$ cat src/rtl/axis_avst_frame_bridge.sv
// AXI4-Stream video sink to Avalon-ST source bridge with a show-ahead FIFO,
// frame-aligned start/stop gating and CSR statistics. Optional LED: STATUS_LED_EN.
module axis_avst_frame_bridge #(
    parameter int DATA_W     = 24,
    parameter int USER_W     = 3,
    parameter int FIFO_DEPTH = 16,
    parameter int LED_DIV_W  = 4
) (
    input  logic              clock_sink_clk,
    input  logic              reset_sink_reset,
    input  logic [DATA_W-1:0] axi4stream_slave_tdata,
    input  logic [USER_W-1:0] axi4stream_slave_tuser,
    input  logic              axi4stream_slave_tvalid,
    input  logic              axi4stream_slave_tlast,
    output logic              axi4stream_slave_tready,
    output logic [DATA_W-1:0] avalon_streaming_source_data,
    output logic              avalon_streaming_source_startofpacket,
    output logic              avalon_streaming_source_endofpacket,
    output logic              avalon_streaming_source_valid,
    input  logic              avalon_streaming_source_ready,
    input  logic [7:0]        csr_address,
    input  logic              csr_write,
    input  logic [31:0]       csr_writedata,
    input  logic              csr_read,
    output logic [31:0]       csr_readdata,
    output logic              status_led
);
    localparam int AW = $clog2(FIFO_DEPTH);
    localparam int FW = DATA_W + 2;
    localparam logic [AW-1:0] PTR_ONE = 1;
    localparam logic [AW:0]   LVL_ONE = 1;
    localparam logic [AW:0]   LVL_FULL = (AW+1)'(FIFO_DEPTH);

    typedef enum logic [1:0] {
        IDLE     = 2'd0,
        WAIT_SOF = 2'd1,
        PASS     = 2'd2
    } state_t;

    state_t        state;
    logic [FW-1:0] mem [FIFO_DEPTH];
    logic [AW-1:0] wr_ptr;
    logic [AW-1:0] rd_ptr;
    logic [AW:0]   level;
    logic          full;
    logic          empty;
    logic          acc;
    logic          sof;
    logic          push;
    logic          pop;
    logic          drop;
    logic          frame_inc;
    logic          ctrl_enable;
    logic          clr;
    logic [31:0]   frame_count;
    logic [31:0]   drop_count;
    logic [31:0]   rd_mux;
    logic          unused_bits;

    assign full  = (level == LVL_FULL);
    assign empty = (level == '0);
    assign axi4stream_slave_tready = (state == PASS) ? !full : 1'b1;
    assign acc = axi4stream_slave_tvalid & axi4stream_slave_tready;
    assign sof = axi4stream_slave_tuser[0];
    assign pop = avalon_streaming_source_valid & avalon_streaming_source_ready;
    assign clr = csr_write && (csr_address == 8'd0) && csr_writedata[1];

    assign avalon_streaming_source_valid = !empty;
    assign {avalon_streaming_source_endofpacket,
            avalon_streaming_source_startofpacket,
            avalon_streaming_source_data} = mem[rd_ptr];

    always_comb begin
        push      = 1'b0;
        drop      = 1'b0;
        frame_inc = 1'b0;
        case (state)
            WAIT_SOF: begin
                if (acc && sof && ctrl_enable) begin
                    push      = 1'b1;
                    frame_inc = 1'b1;
                end else begin
                    drop = acc;
                end
            end
            PASS: begin
                // A new SOF with enable low is where the stream stops
                if (acc && sof && !ctrl_enable) begin
                    drop = 1'b1;
                end else begin
                    push      = acc;
                    frame_inc = acc & sof;
                end
            end
            default: drop = acc;
        endcase
    end

    always_ff @(posedge clock_sink_clk) begin
        if (reset_sink_reset) begin
            state <= IDLE;
        end else begin
            case (state)
                IDLE:     if (ctrl_enable) state <= WAIT_SOF;
                WAIT_SOF: begin
                    if (!ctrl_enable)   state <= IDLE;
                    else if (acc && sof) state <= PASS;
                end
                PASS:     if (acc && sof && !ctrl_enable) state <= IDLE;
                default:  state <= IDLE;
            endcase
        end
    end

    always_ff @(posedge clock_sink_clk) begin
        if (push) mem[wr_ptr] <= {axi4stream_slave_tlast, sof, axi4stream_slave_tdata};
    end

    always_ff @(posedge clock_sink_clk) begin
        if (reset_sink_reset) begin
            wr_ptr <= '0;
            rd_ptr <= '0;
            level  <= '0;
        end else begin
            if (push) wr_ptr <= wr_ptr + PTR_ONE;
            if (pop)  rd_ptr <= rd_ptr + PTR_ONE;
            case ({push, pop})
                2'b10:   level <= level + LVL_ONE;
                2'b01:   level <= level - LVL_ONE;
                default: level <= level;
            endcase
        end
    end

    always_ff @(posedge clock_sink_clk) begin
        if (reset_sink_reset) begin
            ctrl_enable <= 1'b0;
            frame_count <= '0;
            drop_count  <= '0;
        end else begin
            if (csr_write && csr_address == 8'd0) ctrl_enable <= csr_writedata[0];
            if (clr) begin
                frame_count <= '0;
                drop_count  <= '0;
            end else begin
                if (frame_inc) frame_count <= frame_count + 32'd1;
                if (drop)      drop_count  <= drop_count + 32'd1;
            end
        end
    end

    always_comb begin
        rd_mux = '0;
        case (csr_address)
            8'd0:    rd_mux = {31'd0, ctrl_enable};
            8'd1:    rd_mux = {15'd0, 9'(level), 4'd0, full, empty, state};
            8'd2:    rd_mux = frame_count;
            8'd3:    rd_mux = drop_count;
            8'd4:    rd_mux = {15'd0, 9'(FIFO_DEPTH), 8'(DATA_W)};
            default: rd_mux = '0;
        endcase
    end

    always_ff @(posedge clock_sink_clk) begin
        if (reset_sink_reset)  csr_readdata <= '0;
        else if (csr_read)     csr_readdata <= rd_mux;
    end

`ifdef STATUS_LED_EN
    logic [LED_DIV_W-1:0] led_cnt;
    logic                 led_q;

    always_ff @(posedge clock_sink_clk) begin
        if (reset_sink_reset) begin
            led_cnt <= '0;
            led_q   <= 1'b0;
        end else if (frame_inc && !clr) begin
            led_cnt <= led_cnt + 1'b1;
            if (led_cnt == '1) led_q <= !led_q;
        end
    end

    assign status_led = led_q;
`else
    assign status_led = 1'b0;
`endif

    assign unused_bits = ^{axi4stream_slave_tuser, csr_writedata[31:2], 32'(LED_DIV_W)};
endmodule

$ cat config.mk
export PLATFORM = sky130hd
export DESIGN_NAME = axis_avst_frame_bridge
export DESIGN_NICKNAME = d
export VERILOG_FILES = /design/src/rtl/axis_avst_frame_bridge.sv
export SDC_FILE = /design/constraint.sdc
export NUM_CORES = 1
export LEC_CHECK = 0
export BUFFER_PORTS_ARGS = -buffer_cell sky130_fd_sc_hd__buf_4
export CAP_MARGIN = 20
export CORE_ASPECT_RATIO = 1.2
export CORE_UTILIZATION = 55
export DETAILED_ROUTE_END_ITERATION = 8
export GPL_TIMING_DRIVEN = 0
export PLACE_DENSITY = 0.74
export SLEW_MARGIN = 20
export SYNTH_ARGS = -nofsm -noshare
export SYNTH_HDL_FRONTEND = slang
export SYNTH_SLANG_ARGS = --single-unit
$ cat constraint.sdc
create_clock -name clock_sink_clk -period 6 [get_ports clock_sink_clk]
set_clock_uncertainty 0.05 [all_clocks]
set_input_delay 1.5 -clock clock_sink_clk [delete_from_list [all_inputs] [get_ports clock_sink_clk]]
set_output_delay 1.5 -clock clock_sink_clk [all_outputs]
set_load 0.01 [all_outputs]
# == Word-level counts from Yosys, hierarchy flattened ==
# Memories as Yosys holds them, arrays and structs flattened. A register that Yosys moved wholly into a read port is not among the register bits.
# Index checks and enable logic that the tools add are counted.
# op_classes
add_sub_neg,6
multipliers,0
div_mod_pow,0
order_cmp,0
eq_ne,12
n_shift,0
n_mux,20
bitwise,3
n_reduce_logical,14
# op_table
cell,n
$pmux W32 S5,1
$add A32 B1 Y32 const B,2
$eq A8 B2 Y1 const B,2
$pmux W5 S2,1
$add A4 B1 Y4 const B,2
$eq A8 B1 Y1 const B,1
$eq A8 B3 Y1 const B,1
$logic_not A8 Y1,1
$mux W1,8
$mux W2,4
$mux W4,2
$pmux W1 S2,3
$pmux W2 S3,1
$add A5 B1 Y5 const B,1
$eq A5 B5 Y1 const B,1
$logic_and A1 B1 Y1,5
$logic_not A5 Y1,1
$sub A5 B1 Y5 const B,1
$eq A2 B1 Y1 const B,2
$eq A2 B2 Y1 const B,2
$and A1 B1 Y1,3
$logic_not A1 Y1,3
$ne A3 B3 Y1 const B,1
$reduce_and A3 Y1,1
5 further kinds,5
# totals
ff_bits,112
latch_bits,0
ram_bits,416
rom_bits,0
output_inout_bits,61
n_memories,1
# mem_list
memory,words,width,read_ports,rd_ports_with_merged_regs,wr,line,text
mem,16,26,1,1,1,41,logic [FW-1:0] mem [FIFO_DEPTH];

# == Logic depth before layout (Yosys ltp) ==
# Gate-level depths: netlist of the first run.
# logic_depth
depth_word,10
ltp_mapped,16
depth_no_buf,14

# == Worst setup path before layout of the first run ==
# No wires, ideal clock.
# synth_path
path_type,input -> register
startpoint,input port axi4stream_slave_tvalid
endpoint,memory mem[0][0] in the netlist's numbering (enable)
setup_ns,0.442
arrival_ns,4.330
t_required_ns,5.508
path_slack_ns,1.178
stages,4
path_buffers,0
cell_sequence,o21ai_1 -> nor3_1 -> nand2_1 -> nor3_1
# synth_between
elab_chain_len,7
elab_cells_between_ends,9
cone_classes,mux: 5; bitwise: 1; reduce/logical: 3
# synth_lines
element,line,text
"start, declared",13,"input logic axi4stream_slave_tvalid,"
$and A1 B1 Y1 *,63,assign acc = axi4stream_slave_tvalid & axi4stream_slave_tready;
$logic_and A1 B1 Y1,"79, 88",
"$logic_and A1 B1 Y1, on equally long branches","88, 79",
"$mux W1, on equally long branches","88, 79",
$pmux W1 S2 *,77,case (state)
$mux W1 *,116,"if (push) mem[wr_ptr] <= {axi4stream_slave_tlast, sof, axi4stream_slave_tdata};"
$mux W1 (not written as such) *,116,
"end, declared",41,
# Mark *: on every way between the ends. The rest lies on a longest branch, timed or not.

==> results.toml, run 1 <==
[floorplan]
core_sq_um = 38100
die_w_um = 182
rows = 78
pin_count = 135
start_util = 0.561
die_area_sq_um = 39600
fp.dieH_um = 218

[logic_synthesis]
syn_nets = 1351
ys_seq_elements = 532
syn_avg_cell_area_sq_um = 16.9
syn_inst = 1263
synth_edf_count = 416
synth_largest_area_cell = "edfxtp_1"
synth-seq-area-share = 0.694
synth.distinct_cells = 58
synth_top_cell_area_share = 0.585
async_flop_share = 0
synthesis.area_sq_um = 21300
synthMostInstantiatedCell = "edfxtp_1"
yosysWarnings = 0
synthTopCellsByArea = "edfxtp_1, mux4_2, dfxtp_1, nor2_1, mux2i_1"
ys_top_cells_by_count = "edfxtp_1, mux4_2, dfxtp_1"
ys.flop_type = "edfxtp_1"

[timing]
period_needed_ns = 5.19
whs_ns = 0.425
tns_ns = 0
rsz0062_at_grt = "false"
relSlewSlack = 0.315
fmaxAchievable_ghz = 0.193
max_slew.worst_pin.slew_ns = 1.03
setup-violations-final = 0
hold_viol_final = 0
maxSlewViolCount = 0
finalCritPeriodShare = 0.865

[clock_tree]
post-cts-setup-buffers = 0
htreeDepth = 2
root_buffer = "clkbuf_16"
clkSinkCount = 532
ctsHoldBuffers = 0
tritoncts = "built"
worstSkewPairLatency_ns = 0.56
cts_buffer_depth = 3
cts_resized = 0
cts-buffers-inserted = 50
clk_pin_slew_worst_paths_ns = 0.07

[global_routing]
grt_pass1_wl_um = 74100
grt_pass1_vias = 12291
grt_antenna_before_repair = 1
grt_overflow = 0
grt_max_degree = 22
track_usage = 0.255

[placement]
dp_hpwl_um = 30400
numPlacedInstances = 1872
gp_congestion = 0.891
portBuffers = 101

[critical_path]
worst-path-max-fanout = 10
path_class = "flip-flop to output pin"
reg2reg_depth = 16
required_ns = 4.45
endpoint_kind = "output pin"
crit_arrival_ns = 3.64
start_kind = "flip-flop"
rrSetupSlack_ns = 1.77

[run]
max_cap_violations = 0

[route]
via_per_inst = 6.17
wire_per_inst_um = 25.2
firstDrtPassIters = 5
drt-total-wl_um = 49400
drcViolationCount = 0
first_iter_violations = 1208
via_count = 12130
antenna_left = 0

[finish]
drive_above_1_share = 0.261
fin_util = 0.655
fin_cells = 1965
layout.nets = 1533
synthToLayoutAreaGrowth_pct = 16.9

[worst_hold_path]
hold_depth = 2
hold_path_class = "flip-flop to flip-flop"

[pwr]
cellLeakagePower_nw = 7.96
power_w = 0.00730
peakVddDrop_v = 0.000230
powerDensity_nw_per_um2 = 293

[status]
status = "finished, final reports clean"
==> cell families (layout without fill, tap and decap cells) <==
kind of cell	Yosys count	in the layout	share of synthesized area
adders and majority gates	14	14	0.00821
and+or+nand+nor	290	290	0.0685
other	1	2	0.000176
AOI/OAI and AO/OA	123	123	0.0383
muxes	165	165	0.155
DFF	532	532	0.694
xor gates and xnor gates	48	48	0.0197
buffers and inverters	90	311	0.0163
==> worst paths after layout <==
path                    from                                to
min reg2reg  csr_readdata[9]                   csr_readdata[9]
min          csr_readdata[9]                   csr_readdata[9]
max                flip-flop  avalon_streaming_source_data[13]
max reg2reg         state[0]                          level[4]
==> critical path: stages (launching register included) <==
cell,delay (ns)
dfxtp_1,0.31
clkbuf_1,0.25
buf_2,0.34
buf_1,0.78
mux4_2,0.66
mux4_2,0.55
buf_4,0.17
==> layout by cell type, fill, tap and decap left out, types with 10 or more instances in the layout <==
cell type,instances
dfxtp_1,116
buf_1,15
nand4_1,25
or3_1,15
buf_4,113
nor2_4,12
o21ai_0,30
clkinv_2,11
nand2_1,46
xnor2_1,22
mux4_2,131
edfxtp_1,416
clkbuf_16,51
nor2_1,86
nor4_1,16
a21oi_1,33
xor2_1,26
ha_1,14
clkbuf_1,51
mux2i_1,29
nand3_1,27
inv_1,17
clkbuf_2,10
a2bb2oi_1,22
==> metrics by stage <==
| stage | area, sq um | worst slack (ns) |
|---|---|---|
| after floorplan | 21300 | 1.18 |
| after global placement | 22700 | -1.67 |
| after detailed placement | 23200 | 1.13 |
| after CTS | 24900 | 0.655 |
| after global routing | 24900 | 0.612 |
| final | 24900 | 0.811 |
==> state kept, by name (all words and copies together), names as in the netlist, named ones only <==
register	flops
drop_count	32
level	5
ctrl_enable	1
state	2
wr_ptr	4
mem	416
rd_ptr	4
csr_readdata	32
frame_count	32
==> cell type report <==
class | count | area (sq um)
plain buffers | 72 | 290
clock buffers | 61 | 1330
diodes | 1 | 2.50
inverters | 18 | 67.6
clock inverters | 30 | 340
repair buffers | 130 | 1210
flip-flops and latches | 532 | 14800
fillers | 2581 | 13100
multi-input cells | 641 | 6290
well taps | 480 | 601
==> layer usage <==
metal	share of wire	vias up	track usage
met5	0	-	0
met4	0.029	0	0.0912
met3	0.062	89	0.0331
met2	0.51	476	0.444
met1	0.40	6200	0.331
li1	-	5365	-
==> where the power goes <==
part	leakage, nW	internal (W)	switching, W	total, W
combinational	2.47	0.0000312	0.0000766	0.000108
clock	0.812	0.00187	0.00135	0.00322
sequential	4.67	0.00397	0.00000275	0.00397
No activity file was read; power rests on OpenSTA's default activity.
==> run 2, diff against run 1 <==
Settings changed: CORE_ASPECT_RATIO 1.2 to 0.8.
==> run 2 against run 1 <==
Compared with the run above:
- combinational power about the same
- sequential share of layout area about the same
- fmax increased by 2.4%
- sequential power hardly changed
- power fell by 2.0%
- critical path type unchanged
- highest routed layer unchanged
==> results.toml, run 2 (synthesized netlist as in run 1, its figures left out) <==
[floorplan]
rows = 64
start_util = 0.559
pin_count = 135
die_area_sq_um = 39600
fp.dieH_um = 178
die_w_um = 222
core_sq_um = 38200

[worst_hold_path]
hold_path_class = "flip-flop to flip-flop"

[pwr]
powerDensity_nw_per_um2 = 287
peakVddDrop_v = 0.000244
cellLeakagePower_nw = 7.95
power_w = 0.00715

[global_routing]
grt_antenna_before_repair = 0
met2_usage = 0.419
track_usage = 0.264
grt_pass1_wl_um = 76700
top_usage_layer = "met2"
met1_usage = 0.373
use_met3 = 0.0469
grt_overflow = 0
grt_pass1_vias = 12305
grt_max_degree = 22

[placement]
portBuffers = 101
gp_congestion = 0.881
dp_hpwl_um = 32400
placed_area_sq_um = 23300

[finish]
layout.nets = 1536
diodes = 0
synthToLayoutAreaGrowth_pct = 16.9
largest_reg_flops = 416
drive_above_1_share = 0.259
top_register = "mem"
regArea_sq_um = 14800
design_area_sq_um = 24900
n_fill_cell = 2526
final_cell_mix = "edfxtp_1, mux4_2, dfxtp_1, buf_4, nor2_1"
final_common_cell = "edfxtp_1"
multi_input_comb_area_sq_um = 6290

[critical_path]
worst-path-max-fanout = 10
cp-endpoint = "avalon_streaming_source_startofpacket"
r2r-end = "level[4]"
required_ns = 4.45
start_kind = "flip-flop"
crit_arrival_ns = 3.52
endpoint_kind = "output pin"
path_class = "flip-flop to output pin"
reg2reg_depth = 16
rr_startpoint = "state[0]"
rrSetupSlack_ns = 1.76

[route]
antenna_left = 0
wire_per_inst_um = 26.1
first_iter_violations = 1453
firstDrtPassIters = 5
drcViolationCount = 0
drt-total-wl_um = 51600
via_per_inst = 6.29
via_count = 12447

[clock_tree]
htreeDepth = 2
tritoncts = "built"
post-cts-setup-buffers = 0
root_buffer = "clkbuf_16"
ctsHoldBuffers = 0
cts_resized = 0
cts-buffers-inserted = 50
clk_pin_slew_worst_paths_ns = 0.06
worstSkewPairLatency_ns = 0.57
clkSinkCount = 532
cts_buffer_depth = 3

[timing]
max_slew.worst_pin.slew_ns = 1.09
hold_viol_final = 0
period_needed_ns = 5.07
finalCritPeriodShare = 0.844
fmaxAchievable_ghz = 0.197
maxSlewViolCount = 0
rsz0062_at_grt = "false"
relSlewSlack = 0.264
setup-violations-final = 0
tns_ns = 0

[status]
status = "finished, final reports clean"

[run]
max_cap_violations = 0
## run 2: cell count changes in the layout (fill, tap and decap cells not counted), moves of 2 or more
cell | before | now
buf_1 | 15 | 13
buf_12 | 4 | 6
buf_16 | 8 | 10
buf_6 | 6 | 3
bufinv_16 | 7 | 4
clkbuf_1 | 51 | 57
clkinvlp_4 | 3 | 0
## run 2: routing by layer
metal | vias to the layer above | share of wire
li1 | 5371 | -
met1 | 6339 | 0.41
met2 | 620 | 0.47
met3 | 117 | 0.083
met4 | 0 | 0.032
met5 | - | 0
## run 2: worst min-delay path by stage
stage / from / end / depth (start not counted)
detailed placement: csr_readdata[2] / csr_readdata[2] / 2
global placement: csr_readdata[10] / csr_readdata[10] / 2
CTS: csr_readdata[2] / csr_readdata[2] / 2
finish: csr_readdata[2] / csr_readdata[2] / 2
global route: csr_readdata[0] / csr_readdata[0] / 2
floorplan: frame_count[31] / frame_count[31] / 2
## run 2: area by class of cell
cell class,instances,area share
Tap cell,495,0.0248
Sequential cell,532,0.594
Timing Repair Buffer,133,0.0518
Buffer,72,0.0117
Clock buffer,65,0.0532
Clock inverter,24,0.00953
Inverter,18,0.00271
Multi-Input combinational cell,641,0.252
## run 2: worst max-delay path, cell delays in order, from the launching register on
cell	delay, ns
dfxtp_1	0.31
clkbuf_1	0.25
buf_1	0.50
clkbuf_1	0.74
mux4_2	0.42
mux4_2	0.54
buf_4	0.17
## run 2: metrics by stage
step | hold WS (ns) | instances | utilization | setup slack [ns]
global route | 0.432 | 1980 | 0.653 | 0.831
finish | 0.408 | 1980 | 0.653 | 0.933
floorplan | 0.403 | 1263 | - | 1.18
detailed placement | 0.397 | 1890 | 0.611 | 1.10
CTS | 0.411 | 1979 | 0.652 | 0.660
global placement | 0.397 | 1859 | 0.595 | -1.57
## run 2: power by group
part           internal (W)  switching [W]
clock network       0.00173        0.00134
registers           0.00397     0.00000265
logic             0.0000312      0.0000792
total               0.00573        0.00142
==> run 3, diff against run 2 <==
Settings changed: PLACE_DENSITY 0.74 to 0.77.
Clock period 6 ns to 4.5 ns, I/O delays scaled along.
==> run 3 against run 2 <==
Compared with the run above:
- cell area down 0.21%
- first-iteration DRC count increased by 3.7%
- combinational power rose by 36%
- cell count fell by 0.10%
- largest power group unchanged
- worst hold slack gained 0.012 ns
- utilization down 0.13 points
- critical path depth stayed put
- sequential power rose by 33%
- clock power increased by 32%
- non-clock buffer count is 4 lower
- largest cell class unchanged
==> results.toml, run 3 (synthesized netlist as in run 1, its figures left out) <==
[clock_tree]
cts_buffer_depth = 3
clkSinkCount = 532
tritoncts = "built"
htreeDepth = 2
worstSkewPairLatency_ns = 0.59
cts-buffers-inserted = 49
clk_pin_slew_worst_paths_ns = 0.07
root_buffer = "clkbuf_16"
ctsHoldBuffers = 0

[pwr]
cellLeakagePower_nw = 7.97
power.share.clock = 0.426
powerDensity_nw_per_um2 = 381
p_sw_frac = 0.206
p_sw_w = 0.00195
p_seq_frac = 0.558
peakVddDrop_v = 0.000326
p_int_w = 0.00753
p_comb_frac = 0.016

[status]
status = "finished, final reports clean"

[finish]
drive_above_1_share = 0.271
n_fill_cell = 2508
synthToLayoutAreaGrowth_pct = 16.6
final_cell_mix = "edfxtp_1, mux4_2, dfxtp_1, buf_4, nor2_1"
top_register = "mem"
multi_input_comb_area_sq_um = 6290
largest_reg_flops = 416
layout.nets = 1531
regArea_sq_um = 14800
final_common_cell = "edfxtp_1"

[critical_path]
rrSetupSlack_ns = 0.33
crit_arrival_ns = 3.25
rr_startpoint = "level[1]"
required_ns = 3.32
r2r-end = "level[4]"
worst-path-max-fanout = 10
reg2reg_depth = 14
start_kind = "flip-flop"
endpoint_kind = "output pin"
path_class = "flip-flop to output pin"

[timing]
fmaxAchievable_ghz = 0.226
period_needed_ns = 4.42
max_slew.worst_pin.slew_ns = 1.11
tns_ns = 0
setup-violations-final = 0
hold_viol_final = 0
maxSlewViolCount = 0
relSlewSlack = 0.255
finalCritPeriodShare = 0.982
rsz0062_at_grt = "false"
whs_ns = 0.419

[floorplan]
die_w_um = 222
start_util = 0.559
rows = 64
die_area_sq_um = 39600
pin_count = 135
core_sq_um = 38200
fp.dieH_um = 178

[worst_hold_path]
hold_end = "csr_readdata[10]"
hold_path_class = "flip-flop to flip-flop"
hold_depth = 2
min_from = "csr_readdata[10]"

[global_routing]
grt_max_degree = 22
grt_antenna_before_repair = 1
track_usage = 0.269
grt_pass1_wl_um = 77700
grt_overflow = 0
grt_pass1_vias = 12534

[route]
wl_met1_um = 21200
maxUsedRoutingLayer = "met4"
first_iter_violations = 1507
firstDrtPassIters = 7
antenna_left = 0
wl_met3_um = 4600
drcViolationCount = 0
drt-total-wl_um = 52700
wire_per_inst_um = 26.7
dr_wl_met2_um = 25200
via_count = 12584
via_per_inst = 6.36

[placement]
dp_hpwl_um = 32700
gp_congestion = 0.896
portBuffers = 101

[run]
max_cap_violations = 0
run 3: cell count changes in the layout (fill, tap and decap cells not counted), moves of 4 or more:
cell,before,now
clkbuf_1,57,41
clkinv_2,11,22
buf_1,13,8
buf_6,3,8
buf_12,6,2
buf_2,4,8
run 3: repair_timing:
item	CTS	global route
endpoints found under the hold margin	0	0
buffers inserted	0	0
endpoints found under the setup margin	26	8
gates resized for setup	38	5
run 3: final cells by class:
cell class / count / area share
flip-flops and latches: 532 / 0.595
multi-input cells: 641 / 0.253
clock buffers: 53 / 0.0520
repair buffers: 129 / 0.0492
well taps: 495 / 0.0249
plain buffers: 72 / 0.0128
clock inverters: 37 / 0.0103
inverters: 18 / 0.00271
diodes: 1 / 0.000101
run 3: metal layers:
| metal | global-route usage | up-vias |
|---|---|---|
| met3 | 0.0568 | 120 |
| met1 | 0.367 | 6402 |
| met4 | 0.0972 | 0 |
| met2 | 0.432 | 691 |
| li1 | - | 5371 |
| met5 | 0 | - |
run 3: power groups by stage:
stage / clock network, W / registers, W / logic (W)
after detailed placement: 0 / 0.00540 / 0.000144
after floorplan: 0 / 0.00540 / 0.0000463
final: 0.00404 / 0.00529 / 0.000150
after global routing: 0.00425 / 0.00529 / 0.000160
after CTS: 0.00409 / 0.00529 / 0.000146
after global placement: 0 / 0.00540 / 0.000135
run 3: worst max-delay path by stage:
| stage | end | startpoint |
|---|---|---|
| after floorplan | mem[0][0] | axi4stream_slave_tvalid |
| after global placement | mem[0][20] | axi4stream_slave_tvalid |
| after detailed placement | level[4] | axi4stream_slave_tvalid |
| after CTS | avalon_streaming_source_data[10] | flip-flop |
| after global routing | level[4] | level[1] |
| final | avalon_streaming_source_data[21] | flip-flop |
run 3: through the flow:
stage          instances  power, W  worst slack [ns]  utilization  instance area (sq um)
2_1_floorplan       1263   0.00545            0.0530            -                  21300
3_3_place_gp        1859   0.00553             -2.60        0.595                  22700
3_5_place_dp        1887   0.00554           -0.0320        0.610                  23300
4_1_cts             1977   0.00953            0.0103        0.651                  24900
5_1_grt             1978   0.00970            0.0208        0.652                  24900
6_report            1978   0.00948            0.0791        0.652                  24900
run 3: critical path, cell delays in order, from the launching register on:
cell and delay [ns]:
dfxtp_1 0.32, clkbuf_1 0.24, buf_1 0.51, buf_2 0.44
mux4_2 0.42, mux4_2 0.53, buf_4 0.17
